$ cat config.mk
export PLATFORM = sky130hd
export DESIGN_NAME = instr_fetch_sequencer_flat
export DESIGN_NICKNAME = d
export VERILOG_FILES = /design/src/rtl/instr_fetch_sequencer_pkg.sv /design/src/rtl/instr_fetch_sequencer_if.sv /design/src/rtl/instr_fetch_sequencer_assembler.sv /design/src/rtl/instr_fetch_sequencer.sv /design/src/flat_wrapper.sv
export SDC_FILE = /design/constraint.sdc
export NUM_CORES = 1
export LEC_CHECK = 0
export ABC_AREA = 0
export ABC_CLOCK_PERIOD_IN_PS = 6050
export CAP_MARGIN = 40
export CORE_MARGIN = 1.5
export CORE_UTILIZATION = 55
export CTS_BUF_LIST = sky130_fd_sc_hd__clkbuf_4 sky130_fd_sc_hd__clkbuf_8 sky130_fd_sc_hd__clkbuf_16
export DETAILED_ROUTE_END_ITERATION = 8
export GPL_TIMING_DRIVEN = 0
export PLACE_DENSITY_LB_ADDON = 0.05
export RECOVER_POWER = 25
export REMOVE_ABC_BUFFERS = 1
export SLEW_MARGIN = 0
export SYNTH_ARGS = -nofsm -noshare
export SYNTH_HDL_FRONTEND = slang
export SYNTH_SLANG_ARGS = --single-unit
$ cat constraint.sdc
create_clock -name clk -period 6.05 [get_ports clk]
set_input_delay 1.21 -clock clk [delete_from_list [all_inputs] [get_ports clk]]
set_output_delay 1.21 -clock clk [all_outputs]
set_load 0.005 [all_outputs]
$ cat src/rtl/instr_fetch_sequencer_pkg.sv
// -----------------------------------------------------------------------------
// instr_fetch_pkg
// Shared types and sizing helpers for the instruction fetch sequencer.
//   fetch_state_t   : sequencer states IDLE / FETCH / VALID
//   BYTES_PER_WORD  : bytes in a default 32-bit instruction word
//   BEAT_W          : beat-counter width for the default word size
//   beat_width()    : beat-counter width for an arbitrary byte count
// -----------------------------------------------------------------------------
package instr_fetch_pkg;

    typedef enum logic [1:0] {
        IDLE,
        FETCH,
        VALID
    } fetch_state_t;

    localparam int DEFAULT_BITS_DATA = 32;
    localparam int BYTES_PER_WORD    = DEFAULT_BITS_DATA / 8;
    localparam int BEAT_W            = $clog2(BYTES_PER_WORD);

    // Keep the counter at least one bit wide even for a single-byte word.
    function automatic int beat_width(input int bytes);
        return (bytes > 1) ? $clog2(bytes) : 1;
    endfunction

endpackage

$ cat src/rtl/instr_fetch_sequencer_if.sv
// -----------------------------------------------------------------------------
// instr_fetch_sequencer_if
// Bundles the core-side fetch handshake and the ROM byte port.
//   fetch_req/fetch_pc/flush/instr_ack : requests and acknowledges from the core
//   fetch_busy/instr_valid/instr/fetch_err : sequencer status and result
//   mem_en/mem_addr : ROM byte read strobe and address
//   mem_rd          : ROM byte data, combinational from mem_addr
// Modports:
//   slave  : the sequencer's view
//   master : the environment (core plus ROM) driving the sequencer
// -----------------------------------------------------------------------------
interface instr_fetch_sequencer_if #(
    parameter int BITS_DATA = 32,
    parameter int BITS_ADDR = 7
);
    logic                 fetch_req;
    logic [BITS_ADDR-1:0] fetch_pc;
    logic                 flush;
    logic                 fetch_busy;
    logic                 instr_valid;
    logic [BITS_DATA-1:0] instr;
    logic                 instr_ack;
    logic                 fetch_err;
    logic                 mem_en;
    logic [BITS_ADDR-1:0] mem_addr;
    logic [7:0]           mem_rd;

    modport slave (
        input  fetch_req, fetch_pc, flush, instr_ack, mem_rd,
        output fetch_busy, instr_valid, instr, fetch_err, mem_en, mem_addr
    );

    modport master (
        output fetch_req, fetch_pc, flush, instr_ack, mem_rd,
        input  fetch_busy, instr_valid, instr, fetch_err, mem_en, mem_addr
    );
endinterface

$ cat src/rtl/instr_fetch_sequencer_assembler.sv
// -----------------------------------------------------------------------------
// byte_word_assembler
// Collects ROM bytes MSB-first into an instruction word.
//   clk, reset  : clock and asynchronous active-high reset
//   clear       : restart the beat count and drop any partial bytes
//   shift       : take byte_in as the next byte and advance the beat count
//   load        : capture the assembled word (held bytes plus byte_in) into word
//   zero_word   : force the output word to zero
//   byte_in     : current ROM byte
//   beat        : index of the byte being taken this cycle
//   last_beat   : beat is the final byte of the word
//   word        : last completed word
// -----------------------------------------------------------------------------
module byte_word_assembler
    import instr_fetch_pkg::*;
#(
    parameter int BITS_DATA = DEFAULT_BITS_DATA
) (
    input  logic                             clk,
    input  logic                             reset,
    input  logic                             clear,
    input  logic                             shift,
    input  logic                             load,
    input  logic                             zero_word,
    input  logic [7:0]                       byte_in,
    output logic [beat_width(BITS_DATA/8)-1:0] beat,
    output logic                             last_beat,
    output logic [BITS_DATA-1:0]             word
);
    localparam int NUM_BYTES = BITS_DATA / 8;
    localparam int CNT_W     = beat_width(NUM_BYTES);

    // Only the earlier bytes are held; the final byte joins straight from
    // byte_in so the word can be loaded on the same edge as the last beat.
    logic [BITS_DATA-9:0] shift_q;
    logic [BITS_DATA-1:0] assembled;

    assign assembled = {shift_q, byte_in};
    assign last_beat = (beat == CNT_W'(NUM_BYTES - 1));

    // Shift register and beat counter; clear wins over shift.
    always_ff @(posedge clk or posedge reset) begin
        if (reset) begin
            shift_q <= '0;
            beat    <= '0;
        end else if (clear) begin
            shift_q <= '0;
            beat    <= '0;
        end else if (shift) begin
            shift_q <= assembled[BITS_DATA-9:0];
            beat    <= beat + CNT_W'(1);
        end
    end

    // Output word register, only changed by a completed word or a forced zero.
    always_ff @(posedge clk or posedge reset) begin
        if (reset) begin
            word <= '0;
        end else if (zero_word) begin
            word <= '0;
        end else if (load) begin
            word <= assembled;
        end
    end
endmodule

$ cat src/rtl/instr_fetch_sequencer.sv
// -----------------------------------------------------------------------------
// instr_fetch_sequencer
// Fetches a big-endian instruction word one ROM byte per cycle and hands it to
// the control unit with a valid/ack handshake; flush aborts or drops a word.
//   clk, reset : clock and asynchronous active-high reset
//   bus        : instr_fetch_sequencer_if.slave (core handshake + ROM byte port)
// Optional feature macro FETCH_ALIGN_CHECK_EN: a request whose pc is not word
// aligned skips the ROM and returns instr=0 with fetch_err=1.
// -----------------------------------------------------------------------------
module instr_fetch_sequencer
    import instr_fetch_pkg::*;
#(
    parameter int BITS_DATA = DEFAULT_BITS_DATA,
    parameter int BITS_ADDR = 7
) (
    input  logic                     clk,
    input  logic                     reset,
    instr_fetch_sequencer_if.slave   bus
);
    localparam int NUM_BYTES = BITS_DATA / 8;
    localparam int CNT_W     = beat_width(NUM_BYTES);

    fetch_state_t         state;
    logic [BITS_ADDR-1:0] base;
    logic [BITS_ADDR-1:0] mem_addr_q;
    logic [BITS_ADDR-1:0] next_addr;
    logic                 mem_en_q;
    logic                 valid_q;
    logic                 err_q;
    logic [CNT_W-1:0]     beat;
    logic                 last_beat;
    logic [BITS_DATA-1:0] word;
    logic                 start_req;
    logic                 misaligned;
    logic                 asm_shift;

    // A new fetch starts from IDLE, or from VALID when the held word is
    // consumed in the same cycle (back-to-back); flush always blocks it.
    assign start_req = !bus.flush && bus.fetch_req &&
                       ((state == IDLE) || ((state == VALID) && bus.instr_ack));

`ifdef FETCH_ALIGN_CHECK_EN
    assign misaligned = start_req && (bus.fetch_pc[1:0] != 2'b00);
`else
    assign misaligned = 1'b0;
`endif

    assign asm_shift = (state == FETCH) && !bus.flush;

    // Address of the byte after the current beat; wraps at the top of the ROM.
    assign next_addr = base + BITS_ADDR'(beat) + BITS_ADDR'(1);

    byte_word_assembler #(
        .BITS_DATA (BITS_DATA)
    ) u_assembler (
        .clk       (clk),
        .reset     (reset),
        .clear     (bus.flush || start_req),
        .shift     (asm_shift),
        .load      (asm_shift && last_beat),
        .zero_word (misaligned),
        .byte_in   (bus.mem_rd),
        .beat      (beat),
        .last_beat (last_beat),
        .word      (word)
    );

    // Sequencer FSM. The start-of-fetch block sits after the case so a
    // back-to-back request overrides the return to IDLE on the same ack.
    always_ff @(posedge clk or posedge reset) begin
        if (reset) begin
            state      <= IDLE;
            base       <= '0;
            mem_addr_q <= '0;
            mem_en_q   <= 1'b0;
            valid_q    <= 1'b0;
            err_q      <= 1'b0;
        end else if (bus.flush) begin
            state    <= IDLE;
            mem_en_q <= 1'b0;
            valid_q  <= 1'b0;
            err_q    <= 1'b0;
        end else begin
            case (state)
                FETCH: begin
                    if (last_beat) begin
                        state    <= VALID;
                        valid_q  <= 1'b1;
                        mem_en_q <= 1'b0;
                    end else begin
                        mem_addr_q <= next_addr;
                    end
                end
                VALID: begin
                    if (bus.instr_ack) begin
                        state   <= IDLE;
                        valid_q <= 1'b0;
                        err_q   <= 1'b0;
                    end
                end
                default: ;
            endcase

            if (start_req) begin
                if (misaligned) begin
                    state    <= VALID;
                    valid_q  <= 1'b1;
                    err_q    <= 1'b1;
                    mem_en_q <= 1'b0;
                end else begin
                    state      <= FETCH;
                    base       <= bus.fetch_pc;
                    mem_addr_q <= bus.fetch_pc;
                    mem_en_q   <= 1'b1;
                end
            end
        end
    end

    // Busy while fetching, and while a word is held unless it is being
    // consumed together with a fresh request.
    assign bus.fetch_busy  = (state == FETCH) ||
                             ((state == VALID) && !(bus.instr_ack && bus.fetch_req));
    assign bus.instr_valid = valid_q;
    assign bus.instr       = word;
    assign bus.fetch_err   = err_q;
    assign bus.mem_en      = mem_en_q;
    assign bus.mem_addr    = mem_addr_q;
endmodule

$ cat src/flat_wrapper.sv
// flat-port wrapper written by rule: the top's interface ports become plain ports
module instr_fetch_sequencer_flat import instr_fetch_pkg::*;
#(
    parameter int BITS_DATA = DEFAULT_BITS_DATA,
    parameter int BITS_ADDR = 7
)
  (clk, reset, bus_fetch_req, bus_fetch_pc, bus_flush, bus_instr_ack, bus_mem_rd, bus_fetch_busy, bus_instr_valid, bus_instr, bus_fetch_err, bus_mem_en, bus_mem_addr);
  instr_fetch_sequencer_if #(.BITS_DATA(BITS_DATA), .BITS_ADDR(BITS_ADDR)) bus_i ();
  input  logic clk;
  input  logic reset;
  input wire logic [$bits(bus_i.fetch_req)-1:0] bus_fetch_req;
  input wire logic [$bits(bus_i.fetch_pc)-1:0] bus_fetch_pc;
  input wire logic [$bits(bus_i.flush)-1:0] bus_flush;
  input wire logic [$bits(bus_i.instr_ack)-1:0] bus_instr_ack;
  input wire logic [$bits(bus_i.mem_rd)-1:0] bus_mem_rd;
  output wire logic [$bits(bus_i.fetch_busy)-1:0] bus_fetch_busy;
  output wire logic [$bits(bus_i.instr_valid)-1:0] bus_instr_valid;
  output wire logic [$bits(bus_i.instr)-1:0] bus_instr;
  output wire logic [$bits(bus_i.fetch_err)-1:0] bus_fetch_err;
  output wire logic [$bits(bus_i.mem_en)-1:0] bus_mem_en;
  output wire logic [$bits(bus_i.mem_addr)-1:0] bus_mem_addr;
  assign bus_i.fetch_req = bus_fetch_req;
  assign bus_i.fetch_pc = bus_fetch_pc;
  assign bus_i.flush = bus_flush;
  assign bus_i.instr_ack = bus_instr_ack;
  assign bus_i.mem_rd = bus_mem_rd;
  assign bus_fetch_busy = bus_i.fetch_busy;
  assign bus_instr_valid = bus_i.instr_valid;
  assign bus_instr = bus_i.instr;
  assign bus_fetch_err = bus_i.fetch_err;
  assign bus_mem_en = bus_i.mem_en;
  assign bus_mem_addr = bus_i.mem_addr;
  instr_fetch_sequencer #(.BITS_DATA(BITS_DATA), .BITS_ADDR(BITS_ADDR)) u_core (.clk(clk), .reset(reset), .bus(bus_i));
endmodule
==> flow_summary_export.csv, run 1 <==
group,metric,value,unit
floorplan,core_outline_area,5610,µm²
final_layout,final_net_count,335,
power,power.switching,0.265,mW
place,sum_of_net_half_perimeters_after_detailed_placement,4110,µm
global_route,maximum_number_of_pins_on_one_net_before_global_route_repair,54,
final_layout,area_of_the_multi_input_gates,1230,µm²
sta,hold_viol,0,
worst_setup_path,worst-endpoint-arrival,2.46,ns
sta,setup_viol,0,
global_route,grt_util_all_layers,21.5,%
global_route,globalRouteOverflowTotal,0,
run_status,run_status,"finished clean",
clocking,ctsLongestPathBuffers,2,
sta,rsz0062_at_grt,"no",
synth,synthDominantCellAreaShare,58.3,%
place,place.gp.congestion,0.728,
sta,worst_slew_pin_slew,1.12,ns
sta,timing.clock.skew,0.0115,ns
worst_setup_path,critical_path.startpoint_type,"input port",
route,count_of_antenna_violating_nets_left_after_detailed_routing,0,
power,peak_vdd_ir,0.163,mV
clocking,cts.sink_count,76,
floorplan,floorplan_die_area,6410,µm²
sta,fin_crit_sh,60.7,%
floorplan,io_pins,63,
synth,synth.top_cells.by_area,"sky130_fd_sc_hd__dfrtp_1 (58%), sky130_fd_sc_hd__mux2_4 (14%), sky130_fd_sc_hd__a22o_1 (4.6%)",
clocking,post_cts.resized_instances,0,
clocking,post_cts_buffers,0,
route,num_vias,2079,
power,power-per-cell-area,279,nW/µm²
power,leakagePower,1.90,nW
route,drt-wirelength-per-cell,15.9,µm
route,detail_route.vias_per_cell,5.36,
clocking,worstSkewPairLatency,0.33,ns
route,firstDrtPassIters,4,
clocking,ctsRootBufferMaster,"sky130_fd_sc_hd__clkbuf_8",
worst_setup_path,r2r-start,"u_core.state[1]",
sta,timing.fmax,272,MHz
flow_run,max_cap_violations,0,
worst_setup_path,worst_r2r_path_depth,4,
worst_setup_path,timing.rr.end,"u_core.u_assembler.word[6]",
global_route,grt_pass1_vias,2089,
worst_setup_path,timing_worst_setup_path_type,"in -> out",
power,share_comb_of_total_power,12.1,%
hold_path,whs_path_depth,2,
sta,maxSlewViolCount,0,
clocking,cts_hold_repair.buffers,0,
hold_path,hold-path-endpoint,"u_core.bus.mem_en",
synth,synth_seq_cells,76,
power,power.switching_fraction,22.8,%
worst_setup_path,cp-end-kind,"output pin",
global_route,antenna_found_initial,0,
power,internal-power,0.895,mW
synth,synth_warnings,0,
place,portBuffers,61,
sta,finalWorstPathRequiredPeriod,3.67,ns
final_layout,layout.core_utilization,74.1,%
synth,yosys.cell_types.count,29,
synth,post_synth_instance_area,3260,µm²
power,totalPowerFinal,1.16,mW
sta,finalSetupTns,0,ns
synth,mean_post_synth_cell_area,13.1,µm²
final_layout,layout-area-overhead-vs-synth,27.3,%
final_layout,layout-drive-gt1-share,19.3,%
global_route,grt.met2_usage,31.8,%
clocking,cts.htree.levels,3,
clocking,clock_tree_from_tritoncts,"done",
synth,synth.largest_area_cell,"sky130_fd_sc_hd__dfrtp_1",
sta,max_slew_margin,24.7,%
hold_path,hold_path_startpoint,"u_core.bus.mem_en",
final_layout,fillerInstances,406,
route,drt_drc_violations_left,0,
synth,synth_seq_area_share,58.3,%
floorplan,floorplan.rows,27,
power,power.sequential.fraction,48.2,%
synth,syn-instance-count,250,
floorplan,floorplan.die.width,80.0,µm
route,total_routed_wirelength,6170,µm
power,share_of_total_power_in_the_clock_network,39.7,%
clocking,cts.reportedPaths.clkPinSlew,0.07,ns
worst_setup_path,worst-r2r-setup-slack,3.62,ns
route,dr.first_iter.drc_count,105,
global_route,grtUsageMet1,32.1,%
global_route,grt.met3_usage,3.66,%
hold_path,hold_path.class,"reg -> reg",
final_layout,seqCellArea,1900,µm²
clocking,cts_inserted_buffers,9,
worst_setup_path,worst-path-max-fanout,4,
global_route,top_usage_layer,"met1",
final_layout,insertedDiodeCount,0,
worst_setup_path,critPathRequiredTime,4.84,ns
floorplan,floorplan.die.height,80.0,µm
global_route,grt_pass1_wl,10500,µm
floorplan,floorplan.initialDensity,58.2,%
-- cell usage in the layout, fill, tap and decap left out, types with 4 or more instances in the layout --
master | Yosys | routed
sky130_fd_sc_hd__clkdlybuf4s50_1 | 0 | 60
sky130_fd_sc_hd__nor2b_1 | 4 | 4
sky130_fd_sc_hd__o21ai_0 | 11 | 11
sky130_fd_sc_hd__inv_1 | 9 | 8
sky130_fd_sc_hd__nand2b_1 | 6 | 6
sky130_fd_sc_hd__dfrtp_1 | 76 | 76
sky130_fd_sc_hd__o22ai_1 | 5 | 5
sky130_fd_sc_hd__nand2_1 | 27 | 27
sky130_fd_sc_hd__a22o_1 | 17 | 17
sky130_fd_sc_hd__clkbuf_8 | 0 | 9
sky130_fd_sc_hd__mux2_2 | 8 | 8
sky130_fd_sc_hd__mux2_4 | 30 | 30
sky130_fd_sc_hd__a21oi_1 | 15 | 15
sky130_fd_sc_hd__xnor2_1 | 4 | 4
sky130_fd_sc_hd__nor2_1 | 8 | 8
-- critical path, stage by stage --
cell and delay (ns):
sky130_fd_sc_hd__clkdlybuf4s50_1 0.47, sky130_fd_sc_hd__nand2_1 0.10, sky130_fd_sc_hd__nand3b_1 0.08, sky130_fd_sc_hd__nand2_1 0.08, sky130_fd_sc_hd__clkdlybuf4s50_1 0.53
-- per-layer routing --
| layer | share of wire (%) | wire (µm) | vias up |
|---|---|---|---|
| li1 | - | - | 990 |
| met1 | 48 | 2970 | 1026 |
| met2 | 47 | 2880 | 54 |
| met3 | 3.8 | 235 | 9 |
| met4 | 1.3 | 81 | 0 |
| met5 | 0 | 0 | - |
-- cell families after synthesis --
logic type | count (synthesis) | synth area share [%]
buf+inv | 23 | 4.14
fa+ha+maj | 4 | 1.76
compound gates | 51 | 10.1
flops | 76 | 58.3
other cells | 1 | 0.115
xor+xnor | 4 | 1.07
mux | 38 | 16.6
simple gates | 53 | 7.97
-- registers in the layout, summed over array words and instances (netlist names) --
name                        count
u_core.u_assembler.shift_q     24
u_core.u_assembler.word        32
u_core.bus.instr_valid          1
u_core.base                     7
u_core.bus.mem_addr             7
u_core.u_assembler.beat         2
u_core.bus.mem_en               1
u_core.state                    2
-- power by group through the flow --
stage	logic, mW	clock network, mW	registers, mW
after floorplan	0.0710	0	0.566
after global placement	0.135	0	0.568
after detailed placement	0.142	0	0.568
after CTS	0.143	0.467	0.559
after global routing	0.159	0.495	0.563
final	0.141	0.460	0.559
-- stage by stage --
stage / setup slack [ns] / cell area [µm²] / cells / hold WS, ns
final: 2.38 / 4160 / 388 / 0.486
after CTS: 2.39 / 4160 / 388 / 0.493
after detailed placement: 2.39 / 3910 / 372 / 0.468
after floorplan: 2.90 / 3160 / 236 / 0.466
after global routing: 2.32 / 4160 / 388 / 0.509
after global placement: 1.68 / 3860 / 369 / 0.468
-- cell type report --
| cell class | count | area share [%] |
|---|---|---|
| inverter | 9 | 0.843 |
| timing repair buffer | 64 | 15.8 |
| sequential | 76 | 45.8 |
| clock inverter | 6 | 2.71 |
| multi-input combinational | 151 | 29.5 |
| clock buffer | 10 | 3.16 |
| tap | 72 | 2.17 |
-- cell usage after synthesis --
master                      n
sky130_fd_sc_hd__dfrtp_1   76
sky130_fd_sc_hd__mux2_4    30
sky130_fd_sc_hd__nand2_1   27
sky130_fd_sc_hd__a22o_1    17
sky130_fd_sc_hd__a21oi_1   15
sky130_fd_sc_hd__o21ai_0   11
sky130_fd_sc_hd__inv_1      9
sky130_fd_sc_hd__mux2_2     8
sky130_fd_sc_hd__nor2_1     8
sky130_fd_sc_hd__nand2b_1   6
sky130_fd_sc_hd__buf_6      5
sky130_fd_sc_hd__o22ai_1    5
sky130_fd_sc_hd__nor2b_1    4
sky130_fd_sc_hd__xnor2_1    4
sky130_fd_sc_hd__buf_2      3
sky130_fd_sc_hd__clkbuf_1   3
sky130_fd_sc_hd__ha_1       3
sky130_fd_sc_hd__a31oi_1    2
sky130_fd_sc_hd__buf_4      2
sky130_fd_sc_hd__nand3_1    2
sky130_fd_sc_hd__nand3b_1   2
sky130_fd_sc_hd__and2_4     1
sky130_fd_sc_hd__and3_1     1
sky130_fd_sc_hd__buf_1      1
sky130_fd_sc_hd__conb_1     1
sky130_fd_sc_hd__fa_1       1
sky130_fd_sc_hd__nor2_8     1
sky130_fd_sc_hd__o211ai_1   1
sky130_fd_sc_hd__or2_2      1
-- worst max path at each step --
stage	endpoint	cells after the start	startpoint	slack, ns
floorplan	u_core.base[0]	1	reset	2.90
global placement	u_core.u_assembler.word[16]	2	reset	1.68
detailed placement	bus_fetch_busy	5	bus_instr_ack	2.39
CTS	bus_fetch_busy	5	bus_instr_ack	2.39
global route	bus_fetch_busy	5	bus_instr_ack	2.32
finish	bus_fetch_busy	5	bus_instr_ack	2.38
No activity file was read; power rests on OpenSTA's default activity.
==> inputs of run 2 (changes only) <==
Settings changed: ABC_CLOCK_PERIOD_IN_PS 6050 to 3550, CORE_UTILIZATION 55 to 51.
Clock period 6.05 ns to 3.55 ns, I/O delays scaled along.
==> run 2 against run 1 <==
Compared with the run above: core utilization shrank 6.8 points; routed wire length shrank 3.4%; setup slack lost 1.5 ns; sequential power grew 70%; worst hold slack gained 0.0010 ns; non-clock buffer count is the same; design area shrank 1.8%; first-iteration DRC count shrank 36%; largest power group unchanged.
==> flow_summary_export.csv, run 2 (synthesized netlist as in run 1, its figures left out) <==
group,metric,value,unit
run_status,run_status,"finished clean",
worst_setup_path,critPathRequiredTime,2.84,ns
clocking,post_cts_buffers,0,
route,dr.first_iter.drc_count,67,
worst_setup_path,worst-path-max-fanout,4,
clocking,ctsLongestPathBuffers,2,
sta,timing.clock.skew,0.00705,ns
clocking,worstSkewPairLatency,0.34,ns
power,leakagePower,1.86,nW
route,drt-wirelength-per-cell,15.2,µm
sta,fin_crit_sh,74.4,%
global_route,antenna_found_initial,0,
floorplan,floorplan.die.width,83.0,µm
worst_setup_path,slowest_delay,0.51,ns
floorplan,floorplan.initialDensity,53.9,%
worst_setup_path,timing.critical_path.slowest_stage_cell,"sky130_fd_sc_hd__clkdlybuf4s50_1",
floorplan,floorplan.rows,28,
final_layout,layout-drive-gt1-share,19.3,%
worst_setup_path,cp-end-kind,"output pin",
global_route,globalRouteOverflowTotal,0,
power,peak_vdd_ir,0.285,mV
route,detail_route.vias_per_cell,5.32,
sta,rsz0062_at_grt,"no",
route,count_of_antenna_violating_nets_left_after_detailed_routing,0,
worst_setup_path,critPathTopFamily,"buffers and inverters",
sta,worst_slew_pin_slew,1.41,ns
final_layout,final_net_count,335,
global_route,maximum_number_of_pins_on_one_net_before_global_route_repair,48,
final_layout,top_register,"u_core.u_assembler.word",
sta,timing.fmax,379,MHz
sta,setup_viol,0,
clocking,cts_inserted_buffers,9,
final_layout,layout-area-overhead-vs-synth,25.0,%
sta,max_slew_margin,5.78,%
final_layout,mostFrequentLayoutCell,"sky130_fd_sc_hd__dfrtp_1",
floorplan,io_pins,63,
sta,finalSetupTns,0,ns
final_layout,seqCellArea,1900,µm²
place,place.gp.congestion,0.748,
clocking,clock_tree_from_tritoncts,"done",
global_route,grt_pass1_vias,2111,
clocking,cts.reportedPaths.clkPinSlew,0.08,ns
floorplan,core_outline_area,6060,µm²
final_layout,insertedDiodeCount,0,
floorplan,floorplan.die.height,83.0,µm
flow_run,max_cap_violations,0,
worst_setup_path,critical_path.startpoint_type,"input port",
final_layout,final-instance-count-excl-fill,391,
worst_setup_path,critical_path.n_buffers_inverters,2,
sta,hold_viol,0,
sta,finalWorstPathRequiredPeriod,2.64,ns
worst_setup_path,worst-endpoint-arrival,1.93,ns
floorplan,floorplan_die_area,6890,µm²
route,total_routed_wirelength,5960,µm
power,power-per-cell-area,428,nW/µm²
clocking,cts.htree.levels,3,
global_route,grt_pass1_wl,10300,µm
hold_path,hold_path.class,"reg -> reg",
place,placed_cells_incl_taps,375,
worst_setup_path,crit_chain,"clkdlybuf4s50_1 -> nand2_1 -> nand3b_1 -> nand2_1 -> clkdlybuf4s50_1",
clocking,ctsRootBufferMaster,"sky130_fd_sc_hd__clkbuf_8",
place,portBuffers,61,
route,num_vias,2080,
final_layout,fillerInstances,479,
clocking,cts_hold_repair.buffers,0,
final_layout,final_cell_mix,"sky130_fd_sc_hd__dfrtp_1 (76), sky130_fd_sc_hd__clkdlybuf4s50_1 (60), sky130_fd_sc_hd__mux2_4 (30)",
clocking,post_cts.resized_instances,0,
worst_setup_path,timing_worst_setup_path_type,"in -> out",
final_layout,area_of_the_multi_input_gates,1230,µm²
final_layout,top_regs,"u_core.u_assembler.word x32, u_core.u_assembler.shift_q x24",
sta,maxSlewViolCount,0,
route,firstDrtPassIters,4,
route,drt_drc_violations_left,0,
global_route,grt_util_all_layers,18.9,%
clocking,cts.sink_count,76,
final_layout,largest_register_ff_count,32,
place,sum_of_net_half_perimeters_after_detailed_placement,3960,µm
## run 2: final timing paths
kind	start	endpoint	slack, ns	depth (start not counted)
min in group asynchronous	reset	u_core.u_assembler.shift_q[16]	1.13	2
max in group asynchronous	reset	u_core.u_assembler.word[3]	1.64	3
max	bus_fetch_req	bus_fetch_busy	0.91	5
max reg2reg	u_core.state[1]	u_core.u_assembler.word[6]	1.11	4
min	u_core.bus.mem_en	u_core.bus.mem_en	0.49	2
min reg2reg	u_core.bus.mem_en	u_core.bus.mem_en	0.49	2
## run 2: worst reg2reg max path: stages (launching register included)
cell and delay, ns:
sky130_fd_sc_hd__dfrtp_1 0.46, sky130_fd_sc_hd__nand2b_1 0.45, sky130_fd_sc_hd__nor2_8 0.39, sky130_fd_sc_hd__and2_4 0.60, sky130_fd_sc_hd__mux2_2 0.44
## run 2: final cells by class
class	count	share of cell area [%]
clock buffers	9	3.04
clock inverters	7	1.07
inverters	9	0.859
multi-input cells	151	30.1
flip-flops and latches	76	46.6
well taps	75	2.30
repair buffers	64	16.0
## run 2: power by group
part	leakage (nW)	internal, mW	switching (mW)
registers	1.03	0.915	0.0363
logic	0.752	0.133	0.105
clock network	0.0848	0.249	0.308
total	1.86	1.30	0.450
## run 2: per-layer routing
| layer | global-route usage, % | vias to the layer above | share of wire, % |
|---|---|---|---|
| li1 | - | 982 | - |
| met1 | 25.1 | 1048 | 46 |
| met3 | 6.56 | 2 | 4.1 |
| met2 | 29.4 | 48 | 49 |
| met5 | 0 | - | 0 |
| met4 | 5.45 | 0 | 0.40 |
## run 2: per-stage QoR
step	hold WS [ns]	power [mW]	utilization (%)	setup WS (ns)	instance area (µm²)
2_1_floorplan	0.466	1.09	-	0.902	3160
3_3_place_gp	0.469	1.20	63.8	-0.328	3870
3_5_place_dp	0.469	1.21	64.6	0.598	3910
4_1_cts	0.494	1.78	67.3	0.898	4080
5_1_grt	0.532	1.84	67.3	0.791	4080
6_report	0.487	1.75	67.3	0.909	4080
==> inputs of run 3 (changes only) <==
Settings changed: ABC_CLOCK_PERIOD_IN_PS 3550 to 2300, CORE_UTILIZATION 51 to 46.
Clock period 3.55 ns to 2.3 ns, I/O delays scaled along.
==> run 3 against run 2 <==
Compared with the run above: largest power group unchanged; setup slack got worse by 0.75 ns; power rose by 65%; global-route usage fell by 1.2 points; flip-flop and latch count did not move; design area rose by 2.1%; die area rose by 10%; core utilization fell by 6.3 points.
==> flow_summary_export.csv, run 3 (synthesized netlist as in run 1, its figures left out) <==
group,metric,value,unit
run_status,run_status,"finished clean",
place,place.gp.congestion,0.716,
place,dpl_worst_slack,-0.393,ns
clocking,clock_tree_from_tritoncts,"done",
worst_setup_path,critical_path.n_buffers_inverters,1,
clocking,worstSkewPairLatency,0.34,ns
global_route,globalRouteOverflowTotal,0,
clocking,ctsRootBufferMaster,"sky130_fd_sc_hd__clkbuf_8",
final_layout,layout.cell_area.non_filler,4170,µm²
power,peak_vdd_ir,0.399,mV
hold_path,whs_path_depth,2,
sta,setup_viol,0,
floorplan,floorplan.die.width,87.2,µm
worst_setup_path,slowest_delay,0.67,ns
floorplan,floorplan_die_area,7610,µm²
floorplan,core_outline_area,6830,µm²
final_layout,layout-area-overhead-vs-synth,27.6,%
sta,timing.clock.skew,0.00828,ns
worst_setup_path,timing.critical_path.slowest_stage_cell,"sky130_fd_sc_hd__clkdlybuf4s50_1",
final_layout,insertedDiodeCount,0,
floorplan,floorplan.die.height,87.2,µm
route,num_vias,2083,
clocking,cts.sink_count,76,
place,place_area,3940,µm²
final_layout,top_regs,"u_core.u_assembler.word x32, u_core.u_assembler.shift_q x24",
final_layout,layout.core_utilization,61.0,%
place,portBuffers,61,
route,dr.first_iter.drc_count,43,
worst_setup_path,crit_chain,"clkdlybuf4s50_1 -> nor2_8 -> and2_4 -> mux2_2",
sta,fin_crit_sh,93.1,%
flow_run,max_cap_violations,0,
clocking,cts_inserted_buffers,9,
final_layout,fillerInstances,574,
worst_setup_path,worst-path-max-fanout,20,
power,power.switching_fraction,23.9,%
worst_setup_path,worst-endpoint-arrival,2.37,ns
place,placed_cells_incl_taps,396,
sta,rsz0062_at_grt,"no",
power,share_comb_of_total_power,12.9,%
power,power.sequential.fraction,51.0,%
worst_setup_path,timing_worst_setup_path_type,"in -> reg",
worst_setup_path,critical_path.startpoint_type,"input port",
worst_setup_path,critPathRequiredTime,2.53,ns
clocking,cts.reportedPaths.clkPinSlew,0.07,ns
global_route,maximum_number_of_pins_on_one_net_before_global_route_repair,56,
power,power.switching,0.688,mW
worst_setup_path,timing.critical_path.depth,4,
final_layout,largest_register_ff_count,32,
final_layout,final_net_count,336,
power,leakagePower,1.89,nW
sta,max_slew_margin,27.9,%
sta,worst_hold_slack,0.486,ns
final_layout,layout-drive-gt1-share,20.5,%
floorplan,floorplan.initialDensity,47.8,%
worst_setup_path,cp-end-kind,"flop",
route,drt-wirelength-per-cell,14.8,µm
global_route,grt_pass1_vias,2057,
global_route,grt_pass1_wl,10300,µm
sta,worst_slew_pin_slew,1.08,ns
final_layout,final_cell_mix,"sky130_fd_sc_hd__dfrtp_1 (76), sky130_fd_sc_hd__clkdlybuf4s50_1 (60), sky130_fd_sc_hd__mux2_4 (30)",
sta,hold_viol,0,
route,count_of_antenna_violating_nets_left_after_detailed_routing,0,
floorplan,floorplan.rows,30,
final_layout,final-instance-count-excl-fill,413,
power,internal-power,2.19,mW
final_layout,mostFrequentLayoutCell,"sky130_fd_sc_hd__dfrtp_1",
final_layout,top_register,"u_core.u_assembler.word",
global_route,grt_util_all_layers,17.6,%
worst_setup_path,critPathTopFamily,"simple AND/OR/NAND/NOR gates",
sta,maxSlewViolCount,0,
clocking,cts.htree.levels,3,
clocking,ctsLongestPathBuffers,2,
sta,finalWorstPathRequiredPeriod,2.14,ns
power,share_of_total_power_in_the_clock_network,36.2,%
route,total_routed_wirelength,6120,µm
place,sum_of_net_half_perimeters_after_detailed_placement,3870,µm
route,drt_drc_violations_left,0,
sta,timing.fmax,467,MHz
route,firstDrtPassIters,4,
global_route,antenna_found_initial,0,
worst_setup_path,worst_r2r_path_depth,6,
hold_path,hold_path.class,"reg -> reg",
floorplan,io_pins,63,
sta,finalWorstSetupSlack,0.159,ns
power,power-per-cell-area,691,nW/µm²
route,detail_route.vias_per_cell,5.04,
[run 3: routing by layer]
layer / up-vias / wire length [µm] / track usage (%)
li1: 984 / - / -
met1: 1044 / 3050 / 26.2
met2: 46 / 2770 / 25.9
met3: 9 / 204 / 2.94
met4: 0 / 93 / 6.93
met5: - / 0 / 0
[run 3: repair_timing]
action	CTS	global route
hold buffers	0	0
cloned	1	0
hold endpoints to repair	0	0
buffers inserted	0	0
pin swaps	1	0
resized for setup	3	2
setup endpoints to repair	37	4
[run 3: worst paths after layout]
kind / from / to / slack (ns)
setup / recovery: bus_flush / u_core.u_assembler.word[6] / 0.16
hold / removal: u_core.bus.mem_en / u_core.bus.mem_en / 0.49
setup reg to reg: u_core.state[0] / u_core.bus.mem_addr[5] / 0.18
hold reg to reg: u_core.bus.mem_en / u_core.bus.mem_en / 0.49
max in group asynchronous: reset / u_core.bus.instr_valid / 0.79
min in group asynchronous: reset / u_core.u_assembler.word[22] / 0.77
[run 3: cell type report]
cell class | instances | area, µm² | share of cell area, %
multi-input combinational | 152 | 1250 | 30.0
tap | 96 | 120 | 2.88
sequential | 76 | 1900 | 45.7
timing repair buffer | 64 | 653 | 15.7
clock inverter | 4 | 47.5 | 1.14
inverter | 9 | 35.0 | 0.841
clock buffer | 12 | 159 | 3.81
[run 3: power groups by stage]
stage	logic, mW	registers [mW]	clock network (mW)
2_1_floorplan	0.187	1.49	0
3_3_place_gp	0.363	1.49	0
3_5_place_dp	0.376	1.49	0
4_1_cts	0.379	1.47	1.06
5_1_grt	0.417	1.48	1.12
6_report	0.370	1.47	1.04
[run 3: stage by stage]
stage | power, mW | setup TNS, ns
finish | 2.88 | 0
global route | 3.01 | 0
CTS | 2.91 | 0
detailed placement | 1.87 | -12.57
global placement | 1.85 | -125.94
floorplan | 1.67 | -7.47
[run 3: worst reg2reg max path, stage by stage, from the launching register on]
cell,delay (ns)
sky130_fd_sc_hd__dfrtp_1,0.50
sky130_fd_sc_hd__nor2b_2,0.52
sky130_fd_sc_hd__nand2b_1,0.12
sky130_fd_sc_hd__a21oi_1,0.45
sky130_fd_sc_hd__buf_4,0.25
sky130_fd_sc_hd__o21ai_0,0.09
sky130_fd_sc_hd__o22ai_1,0.12
